[src/rtl/uart_pkg.sv]
// Shared types and constants for the UART receive path.
`timescale 1ns/1ps
package uart_pkg;

  localparam int OVS = 16;

  typedef enum logic [2:0] {
    IDLE,
    START,
    DATA,
    STOP,
    WAIT_HIGH
  } rx_state_t;

  // Rounded clocks per oversample tick, never below one.
  function automatic int calc_div(input int clk_hz, input int baud);
    int d;
    d = (clk_hz + (baud * OVS) / 2) / (baud * OVS);
    if (d < 1) d = 1;
    return d;
  endfunction

endpackage

[src/rtl/uart_baud_tick.sv]
// Free-running oversample tick: one-clock pulse every DIV clocks.
`timescale 1ns/1ps
module uart_baud_tick
  import uart_pkg::*;
#(
  parameter int CLK_HZ = 50_000_000,
  parameter int BAUD   = 115_200
) (
  input  logic clk,
  input  logic rstn,
  output logic tick
);

  localparam int DIV = calc_div(CLK_HZ, BAUD);
  localparam int CW  = (DIV > 1) ? $clog2(DIV) : 1;

  logic [CW-1:0] r_cnt;
  logic          w_wrap;

  assign w_wrap = (r_cnt == CW'(DIV - 1));
  assign tick   = w_wrap;

  always_ff @(posedge clk or negedge rstn) begin
    if (!rstn) begin
      r_cnt <= '0;
    end else if (w_wrap) begin
      r_cnt <= '0;
    end else begin
      r_cnt <= r_cnt + CW'(1);
    end
  end

endmodule

[src/rtl/uart_rx_deserializer.sv]
// 8N1 UART receiver: 16x oversampling, mid-bit sampling, framing-error detect.
//
// state     | meaning
// IDLE      | line idle, watching for a low sample on a tick
// START     | confirming start bit at its midpoint (tick 7)
// DATA      | sampling 8 data bits, LSB first, every 16th tick
// STOP      | sampling stop bit; high -> byte out, low -> frame_err
// WAIT_HIGH | after a framing error, wait for the line to go high
`timescale 1ns/1ps
module uart_rx_deserializer
  import uart_pkg::*;
#(
  parameter int CLK_HZ = 50_000_000,
  parameter int BAUD   = 115_200
) (
  input  logic       clk,
  input  logic       rstn,
  input  logic       rx,
  output logic [7:0] r_data,
  output logic       r_valid,
  output logic       frame_err,
  output logic       busy
);

  logic [1:0] r_sync;
  logic       w_rx_s;
  logic       w_tick;
  rx_state_t  r_state;
  logic [3:0] r_tick_cnt;
  logic [2:0] r_bit_idx;
  logic [7:0] r_shift;

  uart_baud_tick #(
    .CLK_HZ (CLK_HZ),
    .BAUD   (BAUD)
  ) u_tick (
    .clk  (clk),
    .rstn (rstn),
    .tick (w_tick)
  );

  always_ff @(posedge clk or negedge rstn) begin
    if (!rstn) begin
      r_sync <= 2'b11;
    end else begin
      r_sync <= {r_sync[0], rx};
    end
  end

  assign w_rx_s = r_sync[1];
  assign busy   = (r_state != IDLE);

  always_ff @(posedge clk or negedge rstn) begin
    if (!rstn) begin
      r_state    <= IDLE;
      r_tick_cnt <= '0;
      r_bit_idx  <= '0;
      r_shift    <= '0;
      r_data     <= 8'h30;
      r_valid    <= 1'b0;
      frame_err  <= 1'b0;
    end else begin
      r_valid   <= 1'b0;
      frame_err <= 1'b0;
      if (w_tick) begin
        case (r_state)
          IDLE: begin
            if (!w_rx_s) begin
              r_state    <= START;
              r_tick_cnt <= '0;
            end
          end
          START: begin
            if (r_tick_cnt == 4'd7) begin
              r_tick_cnt <= '0;
              r_bit_idx  <= '0;
              r_state    <= w_rx_s ? IDLE : DATA;
            end else begin
              r_tick_cnt <= r_tick_cnt + 4'd1;
            end
          end
          DATA: begin
            r_tick_cnt <= r_tick_cnt + 4'd1;
            if (r_tick_cnt == 4'd15) begin
              r_shift <= {w_rx_s, r_shift[7:1]};
              if (r_bit_idx == 3'd7) begin
                r_state <= STOP;
              end else begin
                r_bit_idx <= r_bit_idx + 3'd1;
              end
            end
          end
          STOP: begin
            r_tick_cnt <= r_tick_cnt + 4'd1;
            if (r_tick_cnt == 4'd15) begin
              if (w_rx_s) begin
                r_data  <= r_shift;
                r_valid <= 1'b1;
                r_state <= IDLE;
              end else begin
                frame_err <= 1'b1;
                r_state   <= WAIT_HIGH;
              end
            end
          end
          WAIT_HIGH: begin
            if (w_rx_s) r_state <= IDLE;
          end
          default: r_state <= IDLE;
        endcase
      end
    end
  end

endmodule

[config.mk]
export PLATFORM = sky130hd
export DESIGN_NAME = uart_rx_deserializer
export DESIGN_NICKNAME = d
export VERILOG_FILES = /design/src/rtl/uart_pkg.sv /design/src/rtl/uart_baud_tick.sv /design/src/rtl/uart_rx_deserializer.sv
export SDC_FILE = /design/constraint.sdc
export NUM_CORES = 1
export LEC_CHECK = 0
export BUFFER_PORTS_ARGS = -buffer_cell sky130_fd_sc_hd__buf_4
export CAP_MARGIN = 20
export CORE_AREA = 10 10 73 75
export CTS_CLUSTER_SIZE = 30
export DETAILED_ROUTE_END_ITERATION = 8
export DIE_AREA = 0 0 83 85
export PLACE_DENSITY = 0.62
export SLEW_MARGIN = 20
export SYNTH_ARGS = -nofsm -noshare
export SYNTH_HDL_FRONTEND = slang
export SYNTH_SLANG_ARGS = --single-unit
export TNS_END_PERCENT = 10
[constraint.sdc]
create_clock -name clk -period 4.65 [get_ports clk]
set_input_delay 0.6975 -clock clk [delete_from_list [all_inputs] [get_ports clk]]
set_output_delay 0.6975 -clock clk [all_outputs]
set_load 0.02 [all_outputs]
Word-level counts from Yosys, hierarchy flattened:

Cells that the tools add are included.

* register bits: 35
* input port bits: 3
* output and inout port bits: 11
* logic and storage cells: 62

* add/subtract/negate cells: 3
* equality and inequality tests: 15
* multiplexer cells: 25
* reductions and logical operators: 10

Operators by type and width (number)
* 3-bit two-way mux: 10
* 3-bit one-hot mux with 5 select lines: 1
* 2-bit inequality test, second input constant: 7
* 4-bit one-hot mux with 3 select lines: 1
* 1-bit two-way mux: 8
* 4-bit two-way mux: 2
* 7-bit AND reduction: 1
* 3-bit by 2-bit == test with 1-bit output, second input constant: 2
* 3-bit == test, second input constant: 2
* 3-bit one-hot mux with 2 select lines: 1
* 3-bit AND reduction: 2
* 3-bit nonzero test: 2
* 5-bit by 1-bit adder with 5-bit output, second input constant: 1
* 5-bit == test, second input constant: 1
* 5-bit two-way mux: 1
* 5-bit AND reduction: 1
* 4-bit by 1-bit adder with 4-bit output, second input constant: 1
* 4-bit by 3-bit == test with 1-bit output, second input constant: 1
* 4-bit == test, second input constant: 1
* 4-bit AND reduction: 1
* 3-bit by 1-bit adder with 3-bit output, second input constant: 1
* 3-bit by 1-bit == test with 1-bit output, second input constant: 1
* 3-bit zero test: 1
* 2-bit two-way mux: 1
* 2 further kinds: 2

Logic depth before layout (Yosys ltp):

* word-level depth: 4
* gate-level depth with buffers: 7
* mapped depth without buffers: 5

Hierarchy:

A second synthesis with hierarchy kept.

* cell total of the unflattened synthesis: 128
* area, all modules: 1589.0 µm²

By module, submodules not included
* uart_rx_deserializer: times used 1, cells an instance 104, area each 1322.5 µm², seq. area each 755.7 µm²
* uart_baud_tick: times used 1, cells an instance 24, area each 266.5 µm², seq. area each 125.1 µm²

Least setup slack after synthesis:

OpenSTA, ideal clock, no wires.

* path kind: reg2reg
* start: register r_bit_idx[0]
* end: register r_bit_idx[0]
* library setup time: 125 ps
* data arrival time: 1762 ps
* data required time: 4525 ps
* path slack: 2763 ps
* stages on the path, launching flop included: 6
* path buffers: 0
* period minus slack after synthesis: 1887 ps
* cells stage by stage: dfrtp_1 -> ha_1 -> ha_1 -> nand4bb_1 -> a2111oi_4 -> mux2_4

* cells in the longest elaborated chain, start to end: 4
* elaborated cells between the ends (all ways): 7
* those cells by class: add/sub: 1; eq/ne: 2; mux: 3; reduce/logical: 1

RTL lines
* start, declared: line uart_rx_deserializer.sv:30 `logic [2:0] r_bit_idx;`
* start signal, assigned: line uart_rx_deserializer.sv:89 `r_bit_idx <= r_bit_idx + 3'd1;`
* 3-bit by 1-bit adder with 3-bit output: line uart_rx_deserializer.sv:89
* 3-bit two-way mux: line uart_rx_deserializer.sv:86 `if (r_bit_idx == 3'd7) begin`
* 3-bit two-way mux: line uart_rx_deserializer.sv:84 `if (r_tick_cnt == 4'd15) begin`
* 3-bit one-hot mux with 2 select lines: line uart_rx_deserializer.sv:66 `case (r_state)`

Parallel ways exist; a longest one is shown, timed or not. The select of a mux whose other input is x is not followed.
A chain may end at the register's enable or synchronous reset.

Final worst setup path:

* start: register r_state[1]
* end: output port busy

* cells in the longest elaborated chain, start to end: 1

RTL lines
* start, declared: line uart_rx_deserializer.sv:28 `rx_state_t r_state;`
* start signal, assigned: line uart_rx_deserializer.sv:77 `r_state <= w_rx_s ? IDLE : DATA;`
* 3-bit nonzero test: line uart_rx_deserializer.sv:51 `assign busy = (r_state != IDLE);`
* end, declared: line uart_rx_deserializer.sv:22 `output logic busy`

No other way between the ends.

==> results.md <==
• 0 — final-report hold violation count
• 12.5 um2 — post-synthesis average cell area
• 0 — number of instances resized during post-cts repair
• 3.95 ns — required time worst endpoint
• 0 — fin. max-slew vios
• 0 — Post-CTS Hold Fix Bufs
• 83 um — Die X
• 0 ns — setup TNS
• 0 — initial antenna violation count
• input pin to async pin — path class of the lowest-slack min-delay path
• 0 — count of yosys warnings during synthesis
• 2.11 ns — fin crit period
• false — setup repair after global routing missed its margin
• 0 — # Post-CTS Setup Buffers
• 85 um — Die Y
• finished clean — run status
• 0.29 ns — clk_lat worst skew
• 45.4% — share of the cycle needed by the critical path after routing
• 2.60 ns — slack of the worst reg-to-reg path
• 9.33% — overall track demand over capacity in global routing
• flip-flop — launching element type of the critical path
• 0.00355 ns — worst clock skew
• sky130_fd_sc_hd__clkbuf_8 — root buffer cell
• sky130_fd_sc_hd__dfrtp_1 — most frequent cell after synthesis
• 13 — count of buffers from port buffering
• 1.41 ns — critical path arrival
• 7060 um2 — Total Die Area
• simple AND/OR/NAND/NOR gates — combinational family with the most area after synthesis
• 13.4% — mux share of post-synthesis cell area
• r_data[3] — worst flop-to-flop path endpoint
• 0 — maximum capacitance violations
• 473 MHz — achievable frequency
• output pin — element type at the critical path end
• 12 — largest driver fanout on the critical path
• 330 nW/um2 — total power per unit cell area
• sky130_fd_sc_hd__dfrtp_1 — Synth area leader
• 2160 um — estimated wirelength of the detail-placed design
• built — CTS tree
• 0.000870 uW — Leakage Power
• 31 x sky130_fd_sc_hd__dfrtp_1, 17 x sky130_fd_sc_hd__mux2_2, 9 x sky130_fd_sc_hd__nor2_1, 7 x sky130_fd_sc_hd__nand2_1, 6 x sky130_fd_sc_hd__inv_1 — list of most frequent post-synthesis cells
• 5.31 — mean number of vias per cell
• 2 — CTS HTree Levels
• 3080 um — total detailed-routing wirelength
• 1.56% — post-synthesis share of cell area spent on xor and xnor gates
• 103 — number of violations reported at the end of detailed-routing iteration 0
• 0.189 mV — Worst VDD drop
• 1690 um2 — total standard cell area after synthesis
• 3.71% — adder and majority gate portion of the synthesized area
• 33.8% — ratio of cells with drive above 1 in the final layout
• 0 — count of flip-flops with a built-in enable after synthesis
• 15.2% — post-synthesis share of cell area spent on and, or, nand and nor gates
• 3910 um2 — area inside the core boundary
• 0 — overflow left after global routing
• 15.6 um — average routed wire per standard cell
• 135 — cell count after synthesis
• 0 — number of design rule violations left after detail routing
• 52.3% — sequential area share after synthesis
• 23 — Rows
• 0 — number of diodes
• sky130_fd_sc_hd__dfrtp_1 — most used flip-flop cell after synthesis
• 1,052 — via count
• 155 — fin nets
• 0 — number of failing setup endpoints in the final timing report
• 43.1% — starting density of the core
• 143 — net count after synthesis
• flip-flop to output pin — Crit Path Category
• 35 — flip-flop and latch count after synthesis
• 1,125 — vias in the first global route
• 0.07 ns — clock transition at the registers of the reported paths
• 0 — Post-DRT Antenna Nets
• 0.770 — routability-driven placement congestion ratio
• 5450 um — wire length of the first global-routing pass
• 62.3% — Max transition margin
• u_tick.r_cnt[0] — critical register-to-register path startpoint
• 5 — number of buffers created by CTS
• 49.3% — fraction of the core area covered by cells at the end of the flow
• 14 — number of top-level pins
• 35 — count of clock tree sinks
• sky130_fd_sc_hd__dfrtp_1 46%, sky130_fd_sc_hd__mux2_2 11%, sky130_fd_sc_hd__dfstp_2 6.2%, sky130_fd_sc_hd__ha_1 3.7%, sky130_fd_sc_hd__nor2_1 2.0% — ranking of synthesized cells by area
• 0.562 ns — transition time at the pin with the least slew margin
• 2 — Longest Clk Path Bufs
• 6 — First-pass DRT Iterations
• 46.0% — portion of synthesized cell area occupied by the leading cell type
• 9.65% — Compound-Gate Fraction of Synth Area
• 44 — Unique masters post-synth
• 100% — ys async rst share
• 36 — pin count of the biggest net entering global routing
• 5 — FF-to-FF path depth
• 14.6% — area overhead of the layout relative to synthesis
-- worst max-delay path, stage by stage (launching register included) --
cell and delay (ns):
sky130_fd_sc_hd__dfrtp_1 0.51, sky130_fd_sc_hd__nor2_1 0.34, sky130_fd_sc_hd__nand2_1 0.11, sky130_fd_sc_hd__buf_4 0.17
-- cells by family (layout without fill, tap and decap cells) --
logic type | count (synthesis) | after routing
adder cells (fa/ha/maj) | 5 | 5
XOR/XNOR | 3 | 3
AO/OA/AOI/OAI | 19 | 19
multiplexers | 20 | 20
buffers and inverters | 14 | 27
AND/OR/NAND/NOR | 39 | 39
flip-flops | 35 | 35
-- layout make-up --
cell class                      count  area, um2
Fill cell                         353       1980
Multi-Input combinational cell     86        734
Clock inverter                      2       60.1
Clock buffer                        6       72.6
Timing Repair Buffer               13       97.6
Tap cell                           50       62.6
Inverter                            6       22.5
Sequential cell                    35        881
-- routing by layer --
| layer | global-route usage, % | part of all wire, % | up-vias |
|---|---|---|---|
| met5 | 0 | 0 | - |
| met4 | 4.64 | 1.5 | 0 |
| met3 | 2.29 | 2.3 | 5 |
| met2 | 15.7 | 51 | 20 |
| met1 | 10.8 | 45 | 521 |
| li1 | - | - | 506 |
-- per-stage QoR --
stage                     instance area [um2]  hold slack, ns  power [uW]  setup WS [ns]  cells
final                                    1930           0.354         637           2.54    198
after detailed placement                 1800           0.347         321           2.58    190
after CTS                                1930           0.358         648           2.54    198
after global routing                     1930           0.367         662           2.40    198
after global placement                   1800           0.346         321           2.62    190
after floorplan                          1690           0.345         313           2.76    135
-- worst max-delay path by stage --
stage            startpoint      endpoint  slack (ns)  cells past startpoint
5_1_grt          r_state[1]          busy        2.40                      3
2_1_floorplan  r_bit_idx[0]  r_bit_idx[0]        2.76                      5
3_5_place_dp   r_bit_idx[0]  r_bit_idx[0]        2.58                      5
4_1_cts          r_state[0]          busy        2.54                      3
6_report         r_state[1]          busy        2.54                      3
3_3_place_gp   r_bit_idx[0]  r_bit_idx[0]        2.62                      5
-- layout by cell type, fill, tap and decap left out, types with 4 or more instances in the layout --
master	count
sky130_fd_sc_hd__mux2_2	17
sky130_fd_sc_hd__dfrtp_1	31
sky130_fd_sc_hd__buf_4	13
sky130_fd_sc_hd__nor2_1	9
sky130_fd_sc_hd__dfstp_2	4
sky130_fd_sc_hd__nand2_1	7
sky130_fd_sc_hd__ha_1	5
sky130_fd_sc_hd__o21ai_0	4
sky130_fd_sc_hd__clkbuf_8	5
sky130_fd_sc_hd__inv_1	6
-- where the power goes --
group | internal (uW) | switching (uW)
combinational | 1.52 | 6.12
sequential | 306 | 1.15
clock | 214 | 108
-- sequential cells by signal (all words and copies together), names as in the netlist --
register	count
r_sync	2
frame_err	1
r_data	8
r_valid	1
r_bit_idx	3
u_tick.r_cnt	5
r_state	3
r_shift	8
r_tick_cnt	4
(Power assumes the default switching activity.)
